==> config.mk <==
export PLATFORM = sky130hd
export DESIGN_NAME = svga_timing_gen
export DESIGN_NICKNAME = d
export VERILOG_FILES = /design/src/rtl/svga_timing_gen.sv
export SDC_FILE = /design/constraint.sdc
export NUM_CORES = 1
export LEC_CHECK = 0
export ABC_AREA = 1
export CAP_MARGIN = 20
export CORE_MARGIN = 2
export CORE_UTILIZATION = 30
export CTS_BUF_LIST = sky130_fd_sc_hd__clkbuf_16
export CTS_CLUSTER_DIAMETER = 200
export DETAILED_ROUTE_END_ITERATION = 7
export GPL_ROUTABILITY_DRIVEN = 0
export GPL_TIMING_DRIVEN = 0
export PLACE_DENSITY = 0.49
export SLEW_MARGIN = 25
export SYNTH_ARGS = -nofsm -noshare
export SYNTH_HDL_FRONTEND = slang
export SYNTH_SLANG_ARGS = --single-unit
==> constraint.sdc <==
create_clock -name clk_i -period 4.1 [get_ports clk_i]
set_input_delay 0.82 -clock clk_i [delete_from_list [all_inputs] [get_ports clk_i]]
set_output_delay 0.82 -clock clk_i [all_outputs]
set_load 0.1 [all_outputs]
==> src/rtl/svga_timing_gen.sv <==
// ---------------------------------------------------------------------------
// svga_timing_gen
//
// Configurable SVGA raster timing generator. A horizontal counter walks the
// pixels of a line and a vertical counter walks the lines of a frame; both
// advance only on cycles where the pixel enable is high. From the next-state
// position the block registers blanking (active) and the two sync outputs, so
// every output describes the same pixel as x_o / y_o in the same cycle.
//
// Optional feature: define SVGA_FRAME_COUNT_EN to add a FRAME_W-bit frame
// counter on frame_o (shader time base). Without the macro the port and its
// register do not exist.
//
// Ports:
//   clk_i            clock, all registers on the rising edge
//   rst_ni           asynchronous active-low reset
//   en_i             pixel enable; position advances only when high
//   x_o              current column, 0..H_TOTAL-1
//   y_o              current line, 0..V_TOTAL-1
//   active_o         high inside the visible area
//   hsync_o          horizontal sync, asserted level H_SYNC_POL
//   vsync_o          vertical sync, asserted level V_SYNC_POL
//   next_vertical_o  strobe: last pixel of a line is being left (comb.)
//   next_frame_o     strobe: last pixel of a frame is being left (comb.)
//   frame_o          frame count (SVGA_FRAME_COUNT_EN only)
// ---------------------------------------------------------------------------
module svga_timing_gen #(
    parameter int H_ACTIVE   = 800,
    parameter int H_FP       = 40,
    parameter int H_SYNC     = 128,
    parameter int H_BP       = 88,
    parameter int V_ACTIVE   = 600,
    parameter int V_FP       = 1,
    parameter int V_SYNC     = 4,
    parameter int V_BP       = 23,
    parameter int H_SYNC_POL = 1,
    parameter int V_SYNC_POL = 1,
    parameter int FRAME_W    = 8,
    localparam int H_TOTAL   = H_ACTIVE + H_FP + H_SYNC + H_BP,
    localparam int V_TOTAL   = V_ACTIVE + V_FP + V_SYNC + V_BP,
    localparam int X_W       = $clog2(H_TOTAL),
    localparam int Y_W       = $clog2(V_TOTAL)
) (
    input  logic           clk_i,
    input  logic           rst_ni,
    input  logic           en_i,
    output logic [X_W-1:0] x_o,
    output logic [Y_W-1:0] y_o,
    output logic           active_o,
    output logic           hsync_o,
    output logic           vsync_o,
    output logic           next_vertical_o,
    output logic           next_frame_o
`ifdef SVGA_FRAME_COUNT_EN
    ,
    output logic [FRAME_W-1:0] frame_o
`endif
);

    // Region boundaries sized to the counters. Every boundary is strictly
    // below the total because every porch is at least one unit wide.
    localparam logic [X_W-1:0] H_LAST     = X_W'(H_TOTAL - 1);
    localparam logic [X_W-1:0] H_ACT_END  = X_W'(H_ACTIVE);
    localparam logic [X_W-1:0] H_SYNC_BEG = X_W'(H_ACTIVE + H_FP);
    localparam logic [X_W-1:0] H_SYNC_END = X_W'(H_ACTIVE + H_FP + H_SYNC);
    localparam logic [X_W-1:0] H_ONE      = X_W'(1);
    localparam logic [X_W-1:0] H_ZERO     = X_W'(0);

    localparam logic [Y_W-1:0] V_LAST     = Y_W'(V_TOTAL - 1);
    localparam logic [Y_W-1:0] V_ACT_END  = Y_W'(V_ACTIVE);
    localparam logic [Y_W-1:0] V_SYNC_BEG = Y_W'(V_ACTIVE + V_FP);
    localparam logic [Y_W-1:0] V_SYNC_END = Y_W'(V_ACTIVE + V_FP + V_SYNC);
    localparam logic [Y_W-1:0] V_ONE      = Y_W'(1);
    localparam logic [Y_W-1:0] V_ZERO     = Y_W'(0);

    localparam logic H_ON = (H_SYNC_POL != 0) ? 1'b1 : 1'b0;
    localparam logic V_ON = (V_SYNC_POL != 0) ? 1'b1 : 1'b0;

    // Elaboration-time parameter sanity check.
    generate
        if ((H_ACTIVE < 1) || (H_FP < 1) || (H_SYNC < 1) || (H_BP < 1) ||
            (V_ACTIVE < 1) || (V_FP < 1) || (V_SYNC < 1) || (V_BP < 1) ||
            (FRAME_W < 1)) begin : g_bad_param
            $error("svga_timing_gen: every timing parameter and FRAME_W must be >= 1");
        end
    endgenerate

    logic [X_W-1:0] h_r;
    logic [Y_W-1:0] v_r;
    logic           active_r;
    logic           hsync_r;
    logic           vsync_r;

    logic [X_W-1:0] h_nxt_s;
    logic [Y_W-1:0] v_nxt_s;
    logic           h_wrap_s;
    logic           v_wrap_s;
    logic           active_nxt_s;
    logic           hsync_nxt_s;
    logic           vsync_nxt_s;

    // Next raster position and the region flags of that position.
    always_comb begin
        h_wrap_s = (h_r == H_LAST);
        v_wrap_s = (v_r == V_LAST);

        if (h_wrap_s) begin
            h_nxt_s = H_ZERO;
            if (v_wrap_s) begin
                v_nxt_s = V_ZERO;
            end else begin
                v_nxt_s = v_r + V_ONE;
            end
        end else begin
            h_nxt_s = h_r + H_ONE;
            v_nxt_s = v_r;
        end

        active_nxt_s = (h_nxt_s < H_ACT_END) && (v_nxt_s < V_ACT_END);
        hsync_nxt_s  = ((h_nxt_s >= H_SYNC_BEG) && (h_nxt_s < H_SYNC_END)) ? H_ON : ~H_ON;
        vsync_nxt_s  = ((v_nxt_s >= V_SYNC_BEG) && (v_nxt_s < V_SYNC_END)) ? V_ON : ~V_ON;
    end

    // Position counters and registered raster outputs, advanced together so
    // sync/blanking never skew against the coordinates. The reset position
    // is the last pixel of the frame, which lies in both back porches.
    always_ff @(posedge clk_i or negedge rst_ni) begin
        if (!rst_ni) begin
            h_r      <= H_LAST;
            v_r      <= V_LAST;
            active_r <= 1'b0;
            hsync_r  <= ~H_ON;
            vsync_r  <= ~V_ON;
        end else if (en_i) begin
            h_r      <= h_nxt_s;
            v_r      <= v_nxt_s;
            active_r <= active_nxt_s;
            hsync_r  <= hsync_nxt_s;
            vsync_r  <= vsync_nxt_s;
        end else begin
            h_r      <= h_r;
            v_r      <= v_r;
            active_r <= active_r;
            hsync_r  <= hsync_r;
            vsync_r  <= vsync_r;
        end
    end

    assign x_o      = h_r;
    assign y_o      = v_r;
    assign active_o = active_r;
    assign hsync_o  = hsync_r;
    assign vsync_o  = vsync_r;

    // Strobes are combinational so they coincide with the cycle whose edge
    // performs the wrap; gating with en_i keeps them low while stalled.
    assign next_vertical_o = en_i & h_wrap_s;
    assign next_frame_o    = en_i & h_wrap_s & v_wrap_s;

`ifdef SVGA_FRAME_COUNT_EN
    logic [FRAME_W-1:0] frame_r;

    // Frame counter, stepped on every edge that leaves the last pixel of a frame.
    always_ff @(posedge clk_i or negedge rst_ni) begin
        if (!rst_ni) begin
            frame_r <= {FRAME_W{1'b0}};
        end else if (next_frame_o) begin
            frame_r <= frame_r + {{(FRAME_W-1){1'b0}}, 1'b1};
        end else begin
            frame_r <= frame_r;
        end
    end

    assign frame_o = frame_r;
`endif

endmodule
# [Word-level counts from Yosys, hierarchy flattened]
# Cells that the tools add are included.
[word_totals] output_inout_bits=26 latchBits=0 ramBits=0 in_bits=3 mem_count=0 romBits=0 reg_bits=24
[classes] n_reduce_logical=3 div_mod_pow=0 multipliers=0 n_eq_ne=2 n_shift=0 n_lt_le_gt_ge=6 bitwise_logic=2 mux=5 addsub=2
[op_table] operator="$lt 11x10->1 const B" n=2
[op_table] operator="$lt 10x10->1 const B" n=2
[op_table] operator="$mux 10" n=2
[op_table] operator="$add 11x1->11 const B" n=1
[op_table] operator="$eq 11x11->1 const B" n=1
[op_table] operator="$ge 11x10->1 const B" n=1
[op_table] operator="$mux 11" n=1
[op_table] operator="$add 10x1->10 const B" n=1
[op_table] operator="$eq 10x10->1 const B" n=1
[op_table] operator="$ge 10x10->1 const B" n=1
[op_table] operator="$logic_and 1x1->1" n=3
[op_table] operator="$and 1x1->1" n=2
[op_table] operator="$mux 1" n=2

# [Logic depth before layout (Yosys ltp)]
# Gate-level depths: netlist of run 1.
[depth] ltp_word=6 depth_mapped=13

# [Worst setup path before layout of run 1]
# OpenSTA, ideal clock, no wires.
[synth_timing] path_type="register to output" startpoint="register h_r[0], in the netlist x_o[0]" endpoint="output port next_frame_o" required_time_ns=3.280 path_stages_with_launch=8 n_path_buf=0 arrival_time_ns=3.739 setup_slack_ns=-0.459 path_cell_list="dfstp_2 -> ha_1 -> nand2_2 -> nor2_2 -> inv_1 -> nor2_2 -> inv_2 -> nor3_1"
[synth_via] elab_chain_cells=3
[synth_rtl] item="start, declared" line="88" rtl="logic [X_W-1:0] h_r;"
[synth_rtl] item="start signal, assigned" line="135" rtl="h_r <= h_nxt_s;"
[synth_rtl] item="start signal, assigned" line="141" rtl="h_r <= h_r;"
[synth_rtl] item="$eq 11x11->1" line="104" rtl="h_wrap_s = (h_r == H_LAST);"
[synth_rtl] item="$and 1x1->1 (2 in series)" line="158" rtl="assign next_frame_o = en_i & h_wrap_s & v_wrap_s;"
[synth_rtl] item="end, declared" line="53" rtl="output logic next_frame_o"
# No other way between the ends.

# [Worst setup path after layout of run 1]
[layout_timing] startpoint="input port en_i" endpoint="output port next_frame_o"
[layout_via] elab_chain_cells=2
[layout_rtl] item="start, declared" line="46" rtl="input logic en_i,"
[layout_rtl] item="$and 1x1->1 (2 in series)" line="158"
# No other way between the ends.

==> results of run 1 <==
-- kinds of logic (layout without fill, tap and decap cells) --
kind of cell / after synthesis / count (layout) / share of synthesized area
DFF: 24 / 24 / 0.350
AOI/OAI and AO/OA: 30 / 30 / 0.0940
xor gates and xnor gates: 6 / 6 / 0.0299
buffers and inverters: 39 / 70 / 0.0918
adders and majority gates: 3 / 3 / 0.0214
and+or+nand+nor: 166 / 166 / 0.413
-- worst max-delay path: stages --
cell and delay (ns):
clkbuf_1 0.27, clkinv_1 0.35, clkbuf_1 0.33, nor3_2 0.26, dlymetal6s2s_1 0.77
-- cells in the mapped netlist, drive strengths merged --
cell / count
o21ai: 24
ha: 3
xor2: 5
clkinv: 3
o22ai: 1
inv: 30
buf: 2
nor2: 38
nor3: 1
a21oi: 1
o21a: 4
xnor2: 1
clkbuf: 4
nand3: 27
dfstp: 12
nand4: 5
nand2: 95
dfrtp: 12
-- path summary, 6_finish.rpt --
check / from / depth (start not counted) / endpoint / slack [ns]
hold / removal: vsync_o / 2 / vsync_o / 0.48
setup / recovery: en_i / 5 / next_frame_o / 0.48
setup reg to reg: x_o[0] / 12 / active_o / 1.92
max in group asynchronous: rst_ni / 1 / y_o[0] / 3.18
hold reg to reg: vsync_o / 2 / vsync_o / 0.48
min in group asynchronous: rst_ni / 1 / hsync_o / 0.54
-- power groups by stage --
stage | combinational [W] | clock (W) | sequential [W]
6_report | 0.000790 | 0.000216 | 0.000402
5_1_grt | 0.000842 | 0.000238 | 0.000415
4_1_cts | 0.000794 | 0.000225 | 0.000404
3_5_place_dp | 0.000792 | 0 | 0.000407
3_3_place_gp | 0.000792 | 0 | 0.000408
2_1_floorplan | 0.000234 | 0 | 0.000788
-- stage by stage --
step | worst slack [ns] | power (W) | instance area, um^2 | utilization
after floorplan | 0.407 | 0.00102 | 1760 | -
after global placement | 0.0493 | 0.00120 | 2120 | 0.381
after detailed placement | 0.0670 | 0.00120 | 2120 | 0.380
after CTS | 0.0525 | 0.00142 | 2200 | 0.394
after global routing | 0.314 | 0.00149 | 2200 | 0.395
final | 0.480 | 0.00141 | 2200 | 0.395
-- routing by layer --
layer	vias to the layer above	routed length [um]	part of all wire	track usage
met5	-	0	0	0
met4	0	38	0.0082	0.0407
met3	2	109	0.024	0.0169
met2	26	1940	0.42	0.216
met1	760	2520	0.55	0.236
li1	910	-	-	-
-- flip-flops by register name, indices dropped and copies added, names as in the netlist --
| name | flops |
|---|---|
| active_o | 1 |
| hsync_o | 1 |
| x_o | 11 |
| y_o | 10 |
| vsync_o | 1 |
-- layout make-up --
cell class	instances	area, um^2	share of cell area
flip-flops and latches	24	616	0.280
plain buffers	6	31.3	0.0142
clock inverters	1	3.75	0.00170
repair buffers	27	270	0.123
clock buffers	3	75.1	0.0341
multi-input cells	205	986	0.448
inverters	33	130	0.0591
well taps	72	90.1	0.0409
-- cells in the final DEF (no fill, tap or decap), types with 2 or more instances in the layout --
cell type,netlist,layout
nor2_2,6,6
nand3_1,24,24
dfstp_2,12,12
ha_1,3,3
o21a_1,4,4
clkbuf_1,4,4
nand4_1,5,5
clkdlybuf4s50_1,0,24
inv_2,5,5
o21ai_1,2,2
dlymetal6s2s_1,0,2
nor2_1,31,31
clkinv_1,1,2
nand3_2,2,2
clkbuf_16,0,3
nand2_1,91,91
dfrtp_1,12,12
nand2_2,4,4
buf_2,1,2
inv_1,25,25
xor2_1,5,5
o21ai_0,22,22
==> impl_metrics.env, run 1 <==
export IMPL_outcome="finished clean"
export IMPL_die_w_um=80.6
export IMPL_peakVddDrop_v=0.000288
export IMPL_antenna_found_initial=0
export IMPL_core_area_mm2=0.00557
export IMPL_pwr_share_clk=0.153
export IMPL_yosys_area_top_type="nand2_1"
export IMPL_clock_path_buffers=2
export IMPL_vias=1698
export IMPL_period_minus_slack_ns=3.62
export IMPL_cts_sinks=24
export IMPL_max_freq_ghz=0.276
export IMPL_power_leakage_nw=0.982
export IMPL_antenna_left=0
export IMPL_pwr_share_comb=0.561
export IMPL_hold_class="register to register"
export IMPL_p_switching_w=0.000771
export IMPL_hold_violations=0
export IMPL_internal_power_w=0.000637
export IMPL_syn_to_final_growth_pct=25.3
export IMPL_holdWs_ns=0.484
export IMPL_grt_first_pass_wirelength_um=7600
export IMPL_yosys_register_bits=24
export IMPL_skew_ns=0.00205
export IMPL_maxSlewViolCount=0
export IMPL_drc_errors=0
export IMPL_netlist_instances=268
export IMPL_wl_per_cell_um=12.4
export IMPL_start_util=0.315
export IMPL_fillCellCount=619
export IMPL_dr_pass1_iters=4
export IMPL_synth_avg_cell_area_um2=6.56
export IMPL_layout_nets=306
export IMPL_vias_per_cell=4.58
export IMPL_cts_root_buffer="clkbuf_16"
export IMPL_dp_hpwl_um=3520
export IMPL_stdcell_count=371
export IMPL_finalCritPeriodShare=0.883
export IMPL_fin_setup_tns_ns=0
export IMPL_slew_headroom=0.349
export IMPL_cts_buffers=3
export IMPL_htree_num_levels=1
export IMPL_die_y_um=80.6
export IMPL_crit_path_start_kind="input port"
export IMPL_ctsHoldBuffers=0
export IMPL_globalRouteOverflowTotal=0
export IMPL_insertion_delay_ns=0.26
export IMPL_maxCapViolCount=0
export IMPL_post_cts_setup_buffer_count=0
export IMPL_port_buffers=27
export IMPL_synthTopCellsByArea="nand2_1 19%, dfstp_2 18%, dfrtp_1 17%"
export IMPL_drt_wl_total_um=4610
export IMPL_dieArea_mm2=0.00649
export IMPL_synth_warnings=0
export IMPL_yosysSeqAreaShare=0.350
export IMPL_cts_tree="yes"
export IMPL_switching_share=0.548
export IMPL_rsz0062_at_grt="no"
export IMPL_worst_pin_slew_ns=0.974
export IMPL_drtIter0Drc=146
export IMPL_p_seq_frac=0.286
export IMPL_grt_pass1_vias=1500
export IMPL_required_ns=3.28
export IMPL_setup_viol_count_final=0
export IMPL_grtUsageTotal=0.151
export IMPL_drive_above_1_share=0.137
export IMPL_cts_resized_gates=0
export IMPL_power_density_mw_per_mm2=640
export IMPL_ioPinCount=29
export IMPL_row_count=27
export IMPL_ys_types=28
export IMPL_crit_type="input port to primary output"
export IMPL_crit_arrival_ns=2.80
export IMPL_synth_top_cell_area_share=0.194
export IMPL_syn_cell_area_mm2=0.00176
export IMPL_synth_nets=274
export IMPL_diodes=0
export IMPL_crit_fanout=10
export IMPL_grt_max_degree=25
export IMPL_dp_cells=367
export IMPL_cp_end_kind="primary output"
export IMPL_path_clk_slew_ns=0.06
(Power assumes the default switching activity.)
==> run 2: changes to the inputs <==
Settings changed: REMOVE_ABC_BUFFERS from default to 1.
Clock period 4.1 ns to 3.85 ns, I/O delays scaled along.
==> run 2 against run 1 <==
  * Critical path depth decreased by 1
  * Count of clock-buffer cells in the layout unchanged
  * Sequential power up 9.2%
  * Clock power up 13%
  * Hold slack worse by 0.0014 ns
  * Combinational power grew 4.1%
  * Core utilization decreased by 0.38 points
  * Clock skew is 0.0022 ns higher
  * Total power is 6.8% higher
  * Largest cell class unchanged
==> impl_metrics.env, run 2 (same netlist as run 1, synthesis figures left out) <==
export IMPL_outcome="finished clean"
export IMPL_fin_util=0.391
export IMPL_period_minus_slack_ns=3.27
export IMPL_crit_path_start_kind="input port"
export IMPL_htree_num_levels=1
export IMPL_cp_end_kind="primary output"
export IMPL_hold_violations=0
export IMPL_rrSetupSlack_ns=1.64
export IMPL_drt_wl_total_um=4500
export IMPL_ctsHoldBuffers=0
export IMPL_grt_max_degree=28
export IMPL_power_leakage_nw=0.945
export IMPL_row_count=27
export IMPL_clock_path_buffers=2
export IMPL_r2r_start="x_o[0]"
export IMPL_maxCapViolCount=0
export IMPL_die_w_um=80.6
export IMPL_crit_start="en_i"
export IMPL_antenna_found_initial=0
export IMPL_dieArea_mm2=0.00649
export IMPL_layout_nets=301
export IMPL_internal_power_w=0.000672
export IMPL_total_power_w=0.00150
export IMPL_r2r_cells=12
export IMPL_r2r_end="active_o"
export IMPL_final_cell_mix="91 x nand2_1, 31 x nor2_1, 25 x inv_1"
export IMPL_skew_ns=0.00423
export IMPL_max_freq_ghz=0.305
export IMPL_grt_first_pass_wirelength_um=7620
export IMPL_required_ns=3.08
export IMPL_crit_type="input port to primary output"
export IMPL_vias_per_cell=4.66
export IMPL_crit_fanout=27
export IMPL_maxSlewViolCount=0
export IMPL_slew_headroom=0.351
export IMPL_insertion_delay_ns=0.27
export IMPL_pwr_share_comb=0.546
export IMPL_final_common_cell="nand2_1"
export IMPL_path_clk_slew_ns=0.07
export IMPL_setup_viol_count_final=0
export IMPL_antenna_left=0
export IMPL_hold_class="register to register"
export IMPL_grt_pass1_vias=1525
export IMPL_switching_share=0.553
export IMPL_pwr_share_clk=0.162
export IMPL_finalCritPeriodShare=0.850
export IMPL_crit_arrival_ns=2.50
export IMPL_drc_errors=0
export IMPL_design_area_mm2=0.00218
export IMPL_power_density_mw_per_mm2=690
export IMPL_cts_sinks=24
export IMPL_globalRouteOverflowTotal=0
export IMPL_cts_buffers=3
export IMPL_cp_endpoint="next_frame_o"
export IMPL_syn_to_final_growth_pct=24.1
export IMPL_drtIter0Drc=112
export IMPL_cts_tree="yes"
export IMPL_vias=1707
export IMPL_wl_per_cell_um=12.3
export IMPL_grtUsageTotal=0.154
export IMPL_rsz0062_at_grt="no"
export IMPL_placed_area_mm2=0.00209
export IMPL_core_area_mm2=0.00557
export IMPL_dr_pass1_iters=4
export IMPL_worst_pin_slew_ns=0.971
export IMPL_diodes=0
export IMPL_drive_above_1_share=0.139
export IMPL_port_buffers=28
export IMPL_largest_reg_flops=11
export IMPL_die_y_um=80.6
export IMPL_dp_hpwl_um=3370
export IMPL_p_switching_w=0.000833
export IMPL_cts_root_buffer="clkbuf_16"
export IMPL_p_seq_frac=0.292
export IMPL_start_util=0.315
export IMPL_ioPinCount=29
export IMPL_peakVddDrop_v=0.000406
==> run 2: what timing repair did <==
item | CTS | global route
endpoints found under the hold margin | 0 | 0
setup buffers | 0 | 0
endpoints found under the setup margin | 2 | 1
gates resized for setup | 9 | 1
==> run 2: area by class of cell <==
cell class	count	area, um^2
Clock buffer	3	75.1
Clock inverter	1	3.75
Fill cell	614	3390
Inverter	33	135
Multi-Input combinational cell	205	981
Sequential cell	24	616
Tap cell	72	90.1
Timing Repair Buffer	28	280
==> run 2: power by group through the flow <==
stage | clock (W) | combinational, W | sequential [W]
final | 0.000244 | 0.000822 | 0.000439
after global placement | 0 | 0.000822 | 0.000446
after detailed placement | 0 | 0.000824 | 0.000445
after global routing | 0.000264 | 0.000873 | 0.000454
after floorplan | 0 | 0.000230 | 0.000848
after CTS | 0.000251 | 0.000826 | 0.000440
==> run 2: layer usage <==
metal  vias to the layer above  track usage  share of wire
met5                         -            0              0
met2                        29        0.219           0.42
met4                         0       0.0559          0.016
met3                         5       0.0169          0.032
li1                        897            -              -
met1                       776        0.235           0.53
==> run 2: critical path, stage by stage <==
cell and delay, ns:
dlymetal6s2s_1 0.51, clkinv_4 0.33, nor3_1 0.29, clkdlybuf4s15_2 0.59
==> run 2: worst min-delay path by stage <==
stage             start  cells past startpoint        to  slack, ns
3_3_place_gp    hsync_o                      2   hsync_o       0.47
4_1_cts         hsync_o                      2   hsync_o       0.49
2_1_floorplan    rst_ni                      0  active_o       0.47
3_5_place_dp   active_o                      2  active_o       0.47
5_1_grt          x_o[1]                      2    x_o[1]       0.52
6_report        vsync_o                      2   vsync_o       0.48
==> run 2: per-stage QoR <==
stage	hold slack (ns)	worst slack (ns)	TNS [ns]	instances
floorplan	0.474	-0.659	-0.659	262
global placement	0.469	-0.971	-1.94	362
detailed placement	0.469	-0.938	-1.88	362
CTS	0.489	0.135	0	366
global route	0.524	0.384	0	366
finish	0.482	0.576	0	366
